===== config.mk =====
export PLATFORM = sky130hd
export DESIGN_NAME = college_report_card
export DESIGN_NICKNAME = d
export VERILOG_FILES = /design/src/rtl/college_pkg.sv /design/src/rtl/college_score_fifo.sv /design/src/rtl/college_report_card.sv
export SDC_FILE = /design/constraint.sdc
export NUM_CORES = 1
export LEC_CHECK = 0
export ABC_CLOCK_PERIOD_IN_PS = 12000
export CAP_MARGIN = 20
export CORE_ASPECT_RATIO = 0.5
export CORE_MARGIN = 10
export CORE_UTILIZATION = 40
export CTS_CLUSTER_SIZE = 8
export DETAILED_ROUTE_END_ITERATION = 7
export PLACE_DENSITY = 0.57
export SYNTH_ARGS = -nofsm -noshare
export SYNTH_HDL_FRONTEND = slang
export SYNTH_SLANG_ARGS = --single-unit

===== constraint.sdc =====
create_clock -name clk -period 12 [get_ports clk]
set_input_delay 3 -clock clk [delete_from_list [all_inputs] [get_ports clk]]
set_output_delay 3 -clock clk [all_outputs]
set_load 0.05 [all_outputs]

===== src/rtl/college_pkg.sv =====
// College score types, grade thresholds and helper functions shared by the
// report-card block and its input FIFO.
package college_pkg;

    typedef logic [7:0] score_t;
    typedef logic [9:0] total_t;

    typedef enum logic [2:0] {
        GRADE_A = 3'd0,
        GRADE_B = 3'd1,
        GRADE_C = 3'd2,
        GRADE_D = 3'd3,
        GRADE_F = 3'd4
    } grade_t;

    typedef struct packed {
        score_t math;
        score_t physics;
        score_t lab;
    } score_rec_t;

    typedef enum logic [1:0] {
        ST_IDLE = 2'd0,
        ST_CALC = 2'd1,
        ST_HOLD = 2'd2
    } state_t;

    localparam score_t GRADE_A_MIN = 8'd90;
    localparam score_t GRADE_B_MIN = 8'd80;
    localparam score_t GRADE_C_MIN = 8'd70;
    localparam score_t GRADE_D_MIN = 8'd60;

    localparam score_rec_t REC_ZERO = '{math: 8'd0, physics: 8'd0, lab: 8'd0};

    // Letter grade from the floor average; thresholds are inclusive lower bounds.
    function automatic grade_t to_grade(input score_t avg);
        grade_t g;
        if (avg >= GRADE_A_MIN) begin
            g = GRADE_A;
        end else if (avg >= GRADE_B_MIN) begin
            g = GRADE_B;
        end else if (avg >= GRADE_C_MIN) begin
            g = GRADE_C;
        end else if (avg >= GRADE_D_MIN) begin
            g = GRADE_D;
        end else begin
            g = GRADE_F;
        end
        return g;
    endfunction

    // Zero-extended three-way sum; 10 bits hold the worst case 3*255 = 765.
    function automatic total_t rec_total(input score_rec_t rec);
        return {2'b00, rec.math} + {2'b00, rec.physics} + {2'b00, rec.lab};
    endfunction

    // Fail flag: any single subject below the pass minimum.
    function automatic logic rec_fail(input score_rec_t rec, input score_t pass_min);
        return (rec.math < pass_min) || (rec.physics < pass_min) || (rec.lab < pass_min);
    endfunction

endpackage


===== src/rtl/college_score_fifo.sv =====
// DEPTH-entry FIFO of score records. Push is ignored when full and pop is
// ignored when empty, so the occupancy count can never under/overflow.
module college_score_fifo
    import college_pkg::*;
#(
    parameter int DEPTH = 4,
    localparam int AW = $clog2(DEPTH),
    localparam int CW = AW + 1
)(
    input  logic            clk,
    input  logic            rst,
    input  logic            i_push,
    input  logic            i_pop,
    input  score_rec_t      i_wr_data,
    output score_rec_t      o_rd_data,
    output logic            o_full,
    output logic            o_empty,
    output logic [CW-1:0]   o_count
);

    localparam logic [CW-1:0] CNT_ZERO = CW'(1'b0);
    localparam logic [CW-1:0] CNT_ONE  = CW'(1'b1);
    localparam logic [CW-1:0] CNT_FULL = CW'(DEPTH);
    localparam logic [AW-1:0] PTR_ZERO = AW'(1'b0);
    localparam logic [AW-1:0] PTR_ONE  = AW'(1'b1);

    score_rec_t      r_mem [DEPTH];
    logic [AW-1:0]   r_wr_ptr;
    logic [AW-1:0]   r_rd_ptr;
    logic [CW-1:0]   r_count;
    logic            w_push_ok;
    logic            w_pop_ok;

    assign o_full    = (r_count == CNT_FULL);
    assign o_empty   = (r_count == CNT_ZERO);
    assign w_push_ok = i_push && !o_full;
    assign w_pop_ok  = i_pop && !o_empty;
    assign o_rd_data = r_mem[r_rd_ptr];
    assign o_count   = r_count;

    // Storage array: write the incoming record at the write pointer.
    always_ff @(posedge clk or posedge rst) begin
        if (rst) begin
            for (int i = 0; i < DEPTH; i++) begin
                r_mem[i] <= REC_ZERO;
            end
        end else if (w_push_ok) begin
            r_mem[r_wr_ptr] <= i_wr_data;
        end
    end

    // Pointers wrap naturally because DEPTH is a power of two.
    always_ff @(posedge clk or posedge rst) begin
        if (rst) begin
            r_wr_ptr <= PTR_ZERO;
            r_rd_ptr <= PTR_ZERO;
        end else begin
            if (w_push_ok) begin
                r_wr_ptr <= r_wr_ptr + PTR_ONE;
            end
            if (w_pop_ok) begin
                r_rd_ptr <= r_rd_ptr + PTR_ONE;
            end
        end
    end

    // Occupancy count; simultaneous push and pop leaves it unchanged.
    always_ff @(posedge clk or posedge rst) begin
        if (rst) begin
            r_count <= CNT_ZERO;
        end else begin
            case ({w_push_ok, w_pop_ok})
                2'b10:   r_count <= r_count + CNT_ONE;
                2'b01:   r_count <= r_count - CNT_ONE;
                default: r_count <= r_count;
            endcase
        end
    end

endmodule


===== src/rtl/college_report_card.sv =====
// Report-card stage: buffers score records, then per record registers the
// total, floor average, letter grade and fail flag and holds them under a
// valid/ready handshake until the consumer accepts.
// Optional feature macro: COLLEGE_REPORT_STATS_EN adds stat_count and
// stat_max_avg outputs updated on every accepted report.
module college_report_card
    import college_pkg::*;
#(
    parameter int DEPTH    = 4,
    parameter int PASS_MIN = 40
)(
    input  logic        clk,
    input  logic        rst,
    input  logic        in_valid,
    output logic        in_ready,
    input  logic [7:0]  in_math,
    input  logic [7:0]  in_physics,
    input  logic [7:0]  in_lab,
    output logic        out_valid,
    input  logic        out_ready,
    output logic [9:0]  out_total,
    output logic [7:0]  out_avg,
    output logic [2:0]  out_grade,
    output logic        out_fail
`ifdef COLLEGE_REPORT_STATS_EN
    ,
    output logic [15:0] stat_count,
    output logic [7:0]  stat_max_avg
`endif
);

    localparam int     CW         = $clog2(DEPTH) + 1;
    localparam score_t PASS_MIN_S = score_t'(PASS_MIN);

    state_t          r_state;
    state_t          w_state_next;
    score_rec_t      w_in_rec;
    score_rec_t      w_head;
    score_rec_t      r_work;
    logic            w_full;
    logic            w_empty;
    logic [CW-1:0]   w_count;
    logic            w_push;
    logic            w_pop;
    logic            w_calc;
    logic            w_release;
    logic            r_head_avail;

    total_t          w_total;
    score_t          w_avg;
    grade_t          w_grade;
    logic            w_fail;

    logic            r_out_valid;
    total_t          r_out_total;
    score_t          r_out_avg;
    grade_t          r_out_grade;
    logic            r_out_fail;

    assign w_in_rec = '{math: in_math, physics: in_physics, lab: in_lab};
    assign in_ready = !w_full;
    assign w_push   = in_valid && !w_full;

    college_score_fifo #(
        .DEPTH      (DEPTH)
    ) u_fifo (
        .clk        (clk),
        .rst        (rst),
        .i_push     (w_push),
        .i_pop      (w_pop),
        .i_wr_data  (w_in_rec),
        .o_rd_data  (w_head),
        .o_full     (w_full),
        .o_empty    (w_empty),
        .o_count    (w_count)
    );

    // FSM's view of FIFO occupancy: a push becomes visible one cycle after
    // it lands, and the flag drops on the pop edge so a stale "available"
    // can never trigger a second pop of the same entry.
    always_ff @(posedge clk or posedge rst) begin
        if (rst) begin
            r_head_avail <= 1'b0;
        end else begin
            r_head_avail <= (w_count != CW'(1'b0)) && !w_pop;
        end
    end

    // FSM state register.
    always_ff @(posedge clk or posedge rst) begin
        if (rst) begin
            r_state <= ST_IDLE;
        end else begin
            r_state <= w_state_next;
        end
    end

    // FSM next-state logic.
    always_comb begin
        w_state_next = r_state;
        case (r_state)
            ST_IDLE: begin
                if (r_head_avail) begin
                    w_state_next = ST_CALC;
                end else begin
                    w_state_next = ST_IDLE;
                end
            end
            ST_CALC: begin
                w_state_next = ST_HOLD;
            end
            ST_HOLD: begin
                if (out_ready && r_head_avail) begin
                    w_state_next = ST_CALC;
                end else if (out_ready) begin
                    w_state_next = ST_IDLE;
                end else begin
                    w_state_next = ST_HOLD;
                end
            end
            default: begin
                w_state_next = ST_IDLE;
            end
        endcase
    end

    // FSM control outputs: pop the FIFO head, compute, release the report.
    always_comb begin
        w_pop     = 1'b0;
        w_calc    = 1'b0;
        w_release = 1'b0;
        case (r_state)
            ST_IDLE: begin
                w_pop = r_head_avail && !w_empty;
            end
            ST_CALC: begin
                w_calc = 1'b1;
            end
            ST_HOLD: begin
                w_release = out_ready;
                w_pop     = out_ready && r_head_avail && !w_empty;
            end
            default: begin
                w_pop     = 1'b0;
                w_calc    = 1'b0;
                w_release = 1'b0;
            end
        endcase
    end

    // Work register: holds the record being graded.
    always_ff @(posedge clk or posedge rst) begin
        if (rst) begin
            r_work <= REC_ZERO;
        end else if (w_pop) begin
            r_work <= w_head;
        end
    end

    // Report arithmetic on the work register.
    always_comb begin
        w_total = rec_total(r_work);
        w_avg   = score_t'(w_total / 10'd3);
        w_grade = to_grade(w_avg);
        w_fail  = rec_fail(r_work, PASS_MIN_S);
    end

    // Report registers: loaded in CALC, held stable while waiting for out_ready.
    always_ff @(posedge clk or posedge rst) begin
        if (rst) begin
            r_out_valid <= 1'b0;
            r_out_total <= 10'd0;
            r_out_avg   <= 8'd0;
            r_out_grade <= GRADE_A;
            r_out_fail  <= 1'b0;
        end else if (w_calc) begin
            r_out_valid <= 1'b1;
            r_out_total <= w_total;
            r_out_avg   <= w_avg;
            r_out_grade <= w_grade;
            r_out_fail  <= w_fail;
        end else if (w_release) begin
            r_out_valid <= 1'b0;
        end
    end

    assign out_valid = r_out_valid;
    assign out_total = r_out_total;
    assign out_avg   = r_out_avg;
    assign out_grade = r_out_grade;
    assign out_fail  = r_out_fail;

`ifdef COLLEGE_REPORT_STATS_EN
    logic [15:0] r_stat_count;
    score_t      r_stat_max_avg;

    // Accepted-report statistics: saturating count and running maximum average.
    always_ff @(posedge clk or posedge rst) begin
        if (rst) begin
            r_stat_count   <= 16'h0000;
            r_stat_max_avg <= 8'd0;
        end else if (r_out_valid && out_ready) begin
            if (r_stat_count != 16'hFFFF) begin
                r_stat_count <= r_stat_count + 16'h0001;
            end
            if (r_out_avg > r_stat_max_avg) begin
                r_stat_max_avg <= r_out_avg;
            end
        end
    end

    assign stat_count   = r_stat_count;
    assign stat_max_avg = r_stat_max_avg;
`endif

endmodule


==> metrics.md, run 1 <==
| Metric | Value |
|---|---|
| Status | `completed` |
| CP required | `12.36 ns` |
| Routed length on met2 | `7530 um` |
| Ys Warns | `0` |
| Gr usage total | `13.5%` |
| DIE WIDTH | `220 um` |
| Layout cells sized above 1 | `27.2%` |
| Mean Syn Cell Area | `12.0 um2` |
| DR WL/cell | `17.3 um` |
| NumNets Final | `758` |
| WHS Path Cells | `2` |
| Setup Crit Path Kind | `register to register` |
| Slew at the pin with the worst max-slew slack | `0.916 ns` |
| Syn_nets | `715` |
| Headroom to the max-slew limit | `38.9%` |
| Core area | `0.0195 mm2` |
| Vias per cell | `5.33` |
| Crit Path Max Fanout | `13` |
| Clk sink count | `153` |
| Number of enable flip-flop cells after synthesis | `0` |
| Routed wire length | `17,100 um` |
| Synth Instances | `664` |
| IO buf count | `51` |
| Max layer used | `met4` |
| GP Congestion | `0.836` |
| Fillers | `1,819` |
| Final HPWL DP | `11,500 um` |
| Mapped Area | `0.00799 mm2` |
| Worst EP arrival | `6.15 ns` |
| Die area | `0.0264 mm2` |
| Starting Density | `40.9%` |
| Ports | `52` |
| HP Class | `register to register` |
| Post-cts hold buffer count | `0` |
| TritonCTS clock tree | `done` |
| Max Clk Rate | `173 MHz` |
| Max Root-Sink Buffers | `2` |
| TritonCTS buffer count | `17` |
| Predominant post-synthesis flop cell | `dfrtp_1` |
| Clock slew at reported path FFs | `0.06 ns` |
| Fin Setup TNS | `0 ns` |
| RSZ-0062 raised after global routing | `false` |
| GRT overflow | `0` |
| Setup Viol. Count Final | `0` |
| DRT Pass-1 Iters | `4` |
| P&R area growth vs syn | `16.7%` |
| Largest net degree at the start of global routing | `85` |
| Clock root buffer | `clkbuf_16` |
| Number of remaining DRC errors | `0` |
| Initial DRC count | `363` |
| Final period util | `48.2%` |
| Seq cells post-synth | `153` |
| R2R cell count | `20` |
| Fin. max-slew vios | `0` |
| Routed wl met3 | `803 um` |
| Final Critical Period | `5.79 ns` |
| FP Rows | `36` |
| Hold Vio Cnt, Final | `0` |
| Yosys cell types | `67` |
| Via count | `5,258` |
| Initial antenna violation count | `0` |
| Max-cap viol count | `0` |
| Post-route ant nets | `0` |
| PostCTS Resize Cnt | `0` |
| Startpoint types | `register` |
| Vias in the first global route | `5,373` |
| Post-CTS setup buffers | `0` |
| First-pass GRT wire length | `28,500 um` |
| Post-synthesis sequential area ratio | `47.9%` |
| Skew-Pair Late Insertion Delay | `0.44 ns` |
| Met1 wire length | `8520 um` |
| Asr flop ratio synth | `100%` |
| Die height | `120 um` |
| Diode count | `0` |
| CTS HTree Levels | `4` |
| Crit. End Element | `register` |
| Post-Route Skew | `0.0100 ns` |
[layout by cell type (no fill, tap or decap), types with 6 or more instances in the layout]
| master | n |
|---|---|
| xor2_1 | 6 |
| nand3_1 | 12 |
| clkdlybuf4s50_1 | 51 |
| xnor2_1 | 9 |
| a21o_1 | 6 |
| buf_4 | 10 |
| mux2_2 | 111 |
| fa_1 | 10 |
| nand2_1 | 55 |
| o21ai_0 | 45 |
| a21oi_1 | 22 |
| ha_1 | 13 |
| inv_1 | 31 |
| dfrtp_1 | 153 |
| clkbuf_16 | 17 |
| nor2_1 | 32 |
| nor3_1 | 10 |
| mux4_2 | 24 |
[area by class of cell]
class                      instances  area (um2)  area share [%]
multi-input combinational        442        3880            41.6
clock inverter                    14         138            1.48
timing repair buffer              61         586            6.28
inverter                          32         125            1.34
tap                              266         333            3.57
sequential                       153        3830            41.0
clock buffer                      18         439            4.71
[layer usage]
layer | track usage, % | vias to the layer above
met3 | 3.91 | 14
met4 | 3.87 | 0
met2 | 19.9 | 104
met1 | 18.8 | 2636
met5 | 0 | -
li1 | - | 2504
[registers in the layout, indices dropped and copies added, names as in the netlist]
name,cells
r_state,2
out_grade,3
out_avg,8
out_total,10
u_fifo.r_mem,96
out_fail,1
u_fifo.o_count,3
u_fifo.r_wr_ptr,2
r_head_avail,1
r_work,24
out_valid,1
u_fifo.r_rd_ptr,2
[critical path, stage by stage (launching register included)]
cell and delay [ns]:
dfrtp_1 0.32, inv_1 0.06, fa_1 0.53, inv_1 0.04, ha_1 0.23, fa_1 0.48, a21o_1 0.22, a221oi_4 0.33
xor2_1 0.65, xnor2_1 0.23, and4bb_2 0.33, nor2_2 0.39, o21ai_0 0.20, nor2_1 0.14, a21oi_1 0.06, ha_1 0.26
nor2_1 0.21, inv_1 0.09, o31a_1 0.28, a2111oi_4 0.43, a32o_1 0.22
[synth_stat cells (3+ instances only)]
library cell	count	area [um2]
a32o_1	3	30.0
fa_1	10	200
o21ai_0	45	225
a221oi_1	5	43.8
nand3_1	12	60.1
nor2b_1	4	25.0
a21o_1	6	45.0
nand2_1	55	206
nor4_1	3	18.8
clkbuf_1	20	75.1
buf_2	4	20.0
dfrtp_1	153	3830
a211o_1	3	26.3
nor3_1	10	50.1
xnor2_1	9	78.8
a32oi_1	3	26.3
mux4_2	24	541
buf_4	4	30.0
nand2b_1	3	18.8
and3_1	5	31.3
o31a_1	3	26.3
buf_1	8	30.0
o21ai_1	3	15.0
inv_1	32	120
xor2_1	6	52.6
a31oi_1	3	18.8
a211oi_1	3	22.5
a21oi_1	22	110
nor2_1	32	120
ha_1	13	163
mux2_2	111	1250
[kinds of logic (layout without fill, tap and decap cells)]
| logic type | Yosys count | after routing | share of synthesized area (%) |
|---|---|---|---|
| buffers and inverters | 69 | 125 | 3.59 |
| adders and majority gates | 23 | 23 | 4.54 |
| DFF | 153 | 153 | 47.9 |
| muxes | 137 | 137 | 22.7 |
| xor gates and xnor gates | 17 | 17 | 2.05 |
| and+or+nand+nor | 137 | 137 | 7.89 |
| AOI/OAI and AO/OA | 128 | 128 | 11.4 |
[metrics by stage]
stage	setup slack, ns	instances	hold WS (ns)	util [%]	area [um2]
final	6.21	986	0.475	47.7	9330
after global routing	5.76	986	0.498	47.7	9330
after CTS	6.24	985	0.484	47.7	9320
after floorplan	4.88	664	0.455	-	7990
after detailed placement	6.28	953	0.471	44.7	8740
after global placement	6.43	953	0.458	44.7	8740
[final timing paths]
check | from | to | slack, ns
setup / recovery | r_work[1] | out_grade[2] | 6.21
hold / removal | out_total[4] | out_total[4] | 0.47
setup reg to reg | r_work[1] | out_grade[2] | 6.21
hold reg to reg | out_total[4] | out_total[4] | 0.47
max in group asynchronous | rst | u_fifo.r_mem[6] | 7.52
min in group asynchronous | rst | out_valid | 3.08
Power of run 1 is left out: the tool's default activity adds up to more than one toggle a clock period on the data nets, which glitch-free logic cannot reach.
==> run 2, diff against run 1 <==
ABC_CLOCK_PERIOD_IN_PS = 5600   (was 12000)
clock period = 5.6 ns   (was 12 ns; I/O delays follow)
==> metrics.md, run 2 (synthesized netlist as in run 1, its figures left out) <==
| Metric | Value |
|---|---|
| Status | `completed (unchanged)` |
| Clk sink count | `153 (unchanged)` |
| R2R Path Start | `r_work[1] (unchanged)` |
| Design area | `0.00945 mm2 (was 0.00933 mm2)` |
| Hold Startpoint | `out_total[1] (was out_total[4])` |
| GP Congestion | `0.888 (was 0.836)` |
| Clock slew at reported path FFs | `0.07 ns (was 0.06 ns)` |
| Die height | `120 um (unchanged)` |
| CP max stage cell | `fa_1 (was xor2_1)` |
| TritonCTS clock tree | `done (unchanged)` |
| Crit. End Element | `register (unchanged)` |
| CP required | `5.96 ns (was 12.36 ns)` |
| Crit Path Max Fanout | `11 (was 13)` |
| Worst R2R End | `out_grade[1] (was out_grade[2])` |
| Final Critical Period | `5.26 ns (was 5.79 ns)` |
| Post-cts hold buffer count | `0 (unchanged)` |
| R2R cell count | `21 (was 20)` |
| Largest net degree at the start of global routing | `80 (was 85)` |
| Vias in the first global route | `5,416 (was 5,373)` |
| FP Rows | `36 (unchanged)` |
| Number of flip-flops in the largest register | `96 (unchanged)` |
| Crit-path cells | `inv_1, fa_1, inv_1, ha_1, fa_1, a21o_1, a221oi_4, o2bb2ai_2, xnor2_1, o221ai_1, nand3_1, o21ai_1, o21ai_0, nor2_1, a21oi_1, ha_1, nor2_1, inv_1, o31a_1, a2111oi_4, a32o_1 (was inv_1, fa_1, inv_1, ha_1, fa_1, a21o_1, a221oi_4, xor2_1, xnor2_1, and4bb_2, nor2_2, o21ai_0, nor2_1, a21oi_1, ha_1, nor2_1, inv_1, o31a_1, a2111oi_4, a32o_1)` |
| Largest delay share family, worst path | `compound AO/OA/AOI/OAI gates (unchanged)` |
| WHS Path Cells | `2 (unchanged)` |
| CTS HTree Levels | `4 (unchanged)` |
| Top reg by flops | `u_fifo.r_mem (unchanged)` |
| First-pass GRT wire length | `29,100 um (was 28,500 um)` |
| Number of remaining DRC errors | `0 (unchanged)` |
| Fin. max-slew vios | `0 (unchanged)` |
| Starting Density | `40.9% (unchanged)` |
| Post-Route Skew | `0.0118 ns (was 0.0100 ns)` |
| Hold Vio Cnt, Final | `0 (unchanged)` |
| Headroom to the max-slew limit | `49.7% (was 38.9%)` |
| Fillers | `1,760 (was 1,819)` |
| Setup slack, reg-to-reg | `0.34 ns (was 6.21 ns)` |
| Max Clk Rate | `190 MHz (was 173 MHz)` |
| Max incr delay on CP | `0.53 ns (was 0.65 ns)` |
| Gr usage total | `13.8% (was 13.5%)` |
| Vias per cell | `5.36 (was 5.33)` |
| Final HPWL DP | `11,900 um (was 11,500 um)` |
| DIE WIDTH | `220 um (unchanged)` |
| Layout cells sized above 1 | `28.4% (was 27.2%)` |
| Diode count | `0 (unchanged)` |
| Setup Crit Path Kind | `register to register (unchanged)` |
| Max-cap viol count | `0 (unchanged)` |
| Post-route ant nets | `0 (unchanged)` |
| Placed Area | `0.00883 mm2 (was 0.00874 mm2)` |
| Commonest non-fill, non-tap cell in the layout | `dfrtp_1 (unchanged)` |
| Clock root buffer | `clkbuf_16 (unchanged)` |
| Ports | `52 (unchanged)` |
| CP bufs+invs | `3 (unchanged)` |
| HP Class | `register to register (unchanged)` |
| Max Root-Sink Buffers | `2 (unchanged)` |
| Hold path endpoint | `out_total[1] (was out_total[4])` |
| Slew at the pin with the worst max-slew slack | `0.754 ns (was 0.916 ns)` |
| Core area | `0.0195 mm2 (unchanged)` |
| Via count | `5,333 (was 5,258)` |
| Fin Setup TNS | `0 ns (unchanged)` |
| Commonest non-fill, non-tap cells in the layout | `dfrtp_1, mux2_2, nand2_1 (unchanged)` |
| NumNets Final | `767 (was 758)` |
| Most common cell on crit path | `inv_1 (unchanged)` |
| DR WL/cell | `17.8 um (was 17.3 um)` |
| Final period util | `94.0% (was 48.2%)` |
| DRT Pass-1 Iters | `5 (was 4)` |
| Worst EP arrival | `5.62 ns (was 6.15 ns)` |
| Post-CTS setup buffers | `0 (unchanged)` |
| Routed wire length | `17,700 um (was 17,100 um)` |
| IO buf count | `51 (unchanged)` |
| Skew-Pair Late Insertion Delay | `0.43 ns (was 0.44 ns)` |
| GRT overflow | `0 (unchanged)` |
| Initial DRC count | `329 (was 363)` |
| TritonCTS buffer count | `17 (unchanged)` |
| Setup Viol. Count Final | `0 (unchanged)` |
| Initial antenna violation count | `0 (unchanged)` |
| Die area | `0.0264 mm2 (unchanged)` |
| Startpoint types | `register (unchanged)` |
| P&R area growth vs syn | `18.2% (was 16.7%)` |
==> run 2: worst max-delay path by stage <==
stage	depth (start not counted)	slack [ns]	to	from
final	21	0.34	out_grade[1]	r_work[1]
after global routing	21	-0.01	out_grade[1]	r_work[1]
after floorplan	1	0.08	out_avg[0]	rst
after detailed placement	21	0.41	out_grade[2]	r_work[1]
after CTS	21	0.31	out_grade[2]	r_work[1]
after global placement	21	0.48	out_grade[1]	r_work[1]
==> run 2: area by class of cell <==
class                      instances  area (um2)  area share (%)
multi-input combinational        442        3890            41.2
sequential                       153        3830            40.5
timing repair buffer              70         666            7.05
clock buffer                      17         425            4.50
tap                              266         333            3.52
clock inverter                    15         178            1.88
inverter                          32         125            1.32
==> run 2: worst min-delay path, stage by stage, from the launching register on <==
cell and delay, ns:
dfrtp_1 0.34, nand2_1 0.04, o21ai_0 0.06
==> run 2: through the flow <==
| stage | instances | worst slack (ns) | util, % | hold WS (ns) |
|---|---|---|---|---|
| floorplan | 664 | 0.0786 | - | 0.455 |
| global placement | 963 | 0.480 | 45.2 | 0.460 |
| detailed placement | 963 | 0.406 | 45.2 | 0.471 |
| CTS | 995 | 0.309 | 48.3 | 0.485 |
| global route | 995 | -0.0110 | 48.3 | 0.505 |
| finish | 995 | 0.336 | 48.3 | 0.475 |
==> run 2: timing repair <==
action	4_1_cts	5_1_grt
hold endpoints to repair	0	0
setup endpoints to repair	0	3
resized for setup	0	2
==> run 2: per-layer routing <==
metal	track usage (%)	part of all wire, %	up-vias	routed length [um]
li1	-	-	2521	-
met1	19.1	50	2682	8790
met2	20.5	45	107	7890
met3	3.54	4.5	23	801
met4	4.47	1.3	0	227
met5	0	0	-	0
Power of run 2 is left out for the same reason.
==> run 3, diff against run 2 <==
PLACE_DENSITY = default   (was 0.57)
PLACE_DENSITY_LB_ADDON = 0.3   (was default)
SETUP_SLACK_MARGIN = 0.05   (was default)
==> metrics.md, run 3 (synthesized netlist as in run 1, its figures left out) <==
| Metric | Value |
|---|---|
| TritonCTS clock tree | `done (unchanged)` |
| Setup slack, reg-to-reg | `0.39 ns (was 0.34 ns)` |
| TritonCTS buffer count | `17 (unchanged)` |
| Clock slew at reported path FFs | `0.06 ns (was 0.07 ns)` |
| Largest net degree at the start of global routing | `110 (was 80)` |
| Slew at the pin with the worst max-slew slack | `0.995 ns (was 0.754 ns)` |
| Placed Area | `0.00880 mm2 (was 0.00883 mm2)` |
| Setup Crit Path Kind | `register to register (unchanged)` |
| CTS HTree Levels | `4 (unchanged)` |
| Design area | `0.00942 mm2 (was 0.00945 mm2)` |
| Multi-input logic area | `0.00392 mm2 (was 0.00389 mm2)` |
| Fillers | `1,767 (was 1,760)` |
| GP Congestion | `0.879 (was 0.888)` |
| Fin. max-slew vios | `0 (unchanged)` |
| Layout cells sized above 1 | `28.8% (was 28.4%)` |
| Initial DRC count | `413 (was 329)` |
| Final period util | `93.1% (was 94.0%)` |
| Pre-CTS WS | `0.235 ns (was 0.406 ns)` |
| IO buf count | `51 (unchanged)` |
| Post-Route Skew | `0.0121 ns (was 0.0118 ns)` |
| Skew-Pair Late Insertion Delay | `0.43 ns (about the same)` |
| Routed wire length | `17,400 um (was 17,700 um)` |
| Vias per cell | `5.38 (was 5.36)` |
| Vias in the first global route | `5,491 (was 5,416)` |
| PnR worst setup slack | `0.386 ns (was 0.336 ns)` |
| Core area | `0.0195 mm2 (unchanged)` |
| Worst R2R End | `out_grade[1] (unchanged)` |
| Commonest non-fill, non-tap cell in the layout | `dfrtp_1 (unchanged)` |
| Post-cts hold buffer count | `0 (unchanged)` |
| Die height | `120 um (unchanged)` |
| Max Clk Rate | `192 MHz (was 190 MHz)` |
| R2R cell count | `22 (was 21)` |
| Hold path endpoint | `out_avg[2] (was out_total[1])` |
| Clk sink count | `153 (unchanged)` |
| Max Root-Sink Buffers | `2 (unchanged)` |
| R2R Path Start | `r_work[1] (unchanged)` |
| Hold Vio Cnt, Final | `0 (unchanged)` |
| Crit Path Max Fanout | `11 (unchanged)` |
| HP Class | `register to register (unchanged)` |
| DR WL/cell | `17.5 um (was 17.8 um)` |
| Top reg by flops | `u_fifo.r_mem (unchanged)` |
| Worst EP arrival | `5.57 ns (was 5.62 ns)` |
| Clock root buffer | `clkbuf_16 (unchanged)` |
| P&R area growth vs syn | `17.9% (was 18.2%)` |
| Startpoint types | `register (unchanged)` |
| Diode count | `0 (unchanged)` |
| Number of remaining DRC errors | `0 (unchanged)` |
| Setup Viol. Count Final | `0 (unchanged)` |
| First-pass GRT wire length | `28,900 um (was 29,100 um)` |
| GRT overflow | `0 (unchanged)` |
| Die area | `0.0264 mm2 (unchanged)` |
| Final HPWL DP | `11,600 um (was 11,900 um)` |
| FP Rows | `36 (unchanged)` |
| WHS Path Cells | `1 (was 2)` |
| DRT Pass-1 Iters | `7 (was 5)` |
| Headroom to the max-slew limit | `33.6% (was 49.7%)` |
| DIE WIDTH | `220 um (unchanged)` |
| Via count | `5,337 (was 5,333)` |
| Max-cap viol count | `0 (unchanged)` |
| CP required | `5.95 ns (was 5.96 ns)` |
| Gr usage total | `13.6% (was 13.8%)` |
| RSZ-0062 raised after global routing | `false` |
| Initial antenna violation count | `1 (was 0)` |
| Starting Density | `40.9% (unchanged)` |
| Fin Setup TNS | `0 ns (unchanged)` |
| Ports | `52 (unchanged)` |
| Crit. End Element | `register (unchanged)` |
| Hold Startpoint | `out_avg[2] (was out_total[1])` |
| Register area | `0.00383 mm2 (unchanged)` |
| Commonest non-fill, non-tap cells in the layout | `dfrtp_1, mux2_2, nand2_1 (unchanged)` |
| Final Critical Period | `5.21 ns (was 5.26 ns)` |
| Number of flip-flops in the largest register | `96 (unchanged)` |
| CP Launch Point | `r_work[1] (unchanged)` |
| Status | `completed (unchanged)` |
| Post-route ant nets | `0 (unchanged)` |
| NumNets Final | `765 (was 767)` |
[run 3: cell types whose count changed in the layout (fill, tap and decap cells not counted), moves of 2 or more]
cell / before / now
clkinv_2: 2 / 0
clkinvlp_4: 1 / 3
inv_8: 2 / 6
inv_6: 7 / 4
nor2_1: 32 / 30
nor2_2: 1 / 3
[run 3: cell type report]
class | count | area share (%)
Clock buffer | 17 | 4.52
Clock inverter | 14 | 1.65
Inverter | 32 | 1.33
Multi-Input combinational cell | 442 | 41.6
Sequential cell | 153 | 40.6
Tap cell | 266 | 3.53
Timing Repair Buffer | 68 | 6.77
[run 3: layer usage]
| layer | vias up | share of wire [%] | track usage [%] |
|---|---|---|---|
| li1 | 2517 | - | - |
| met4 | 2 | 0.96 | 3.57 |
| met5 | - | 0.075 | 0 |
| met1 | 2709 | 48 | 18.4 |
| met2 | 93 | 47 | 21.3 |
| met3 | 16 | 3.8 | 3.18 |
[run 3: worst max-delay path: stages, from the launching register on]
cell       delay (ns)
dfrtp_1          0.32
inv_1            0.07
fa_1             0.55
inv_1            0.05
ha_1             0.24
fa_2             0.41
a21o_1           0.21
a221oi_4         0.42
xor2_1           0.12
buf_4            0.20
and4_1           0.17
o21ai_1          0.18
o2111ai_2        0.20
nor2_2           0.25
o21ai_0          0.18
nor2_1           0.12
a21oi_1          0.05
ha_1             0.19
nor2_1           0.21
inv_1            0.09
o31a_1           0.28
a2111oi_4        0.41
a32o_1           0.22
[run 3: worst max-delay path by stage]
stage                               to  slack, ns  cells past startpoint
final                     out_grade[1]       0.39                     22
after global routing      out_grade[1]       0.12                     22
after CTS                 out_grade[1]       0.16                     21
after detailed placement  out_grade[1]       0.23                     21
after global placement    out_grade[1]       0.42                     21
after floorplan             out_avg[0]       0.08                      1
[run 3: what timing repair did]
| item | CTS | global route |
|---|---|---|
| gates resized for setup | 0 | 9 |
| setup endpoints to repair | 0 | 4 |
| setup buffers | 0 | 0 |
| hold endpoints to repair | 0 | 0 |
[run 3: per-stage QoR]
stage | utilization (%) | cells | hold slack [ns]
5_1_grt | 48.2 | 992 | 0.513
3_5_place_dp | 45.0 | 960 | 0.468
4_1_cts | 48.0 | 991 | 0.483
2_1_floorplan | - | 664 | 0.455
3_3_place_gp | 45.0 | 960 | 0.465
6_report | 48.2 | 992 | 0.477
Power of run 3 is left out for the same reason.
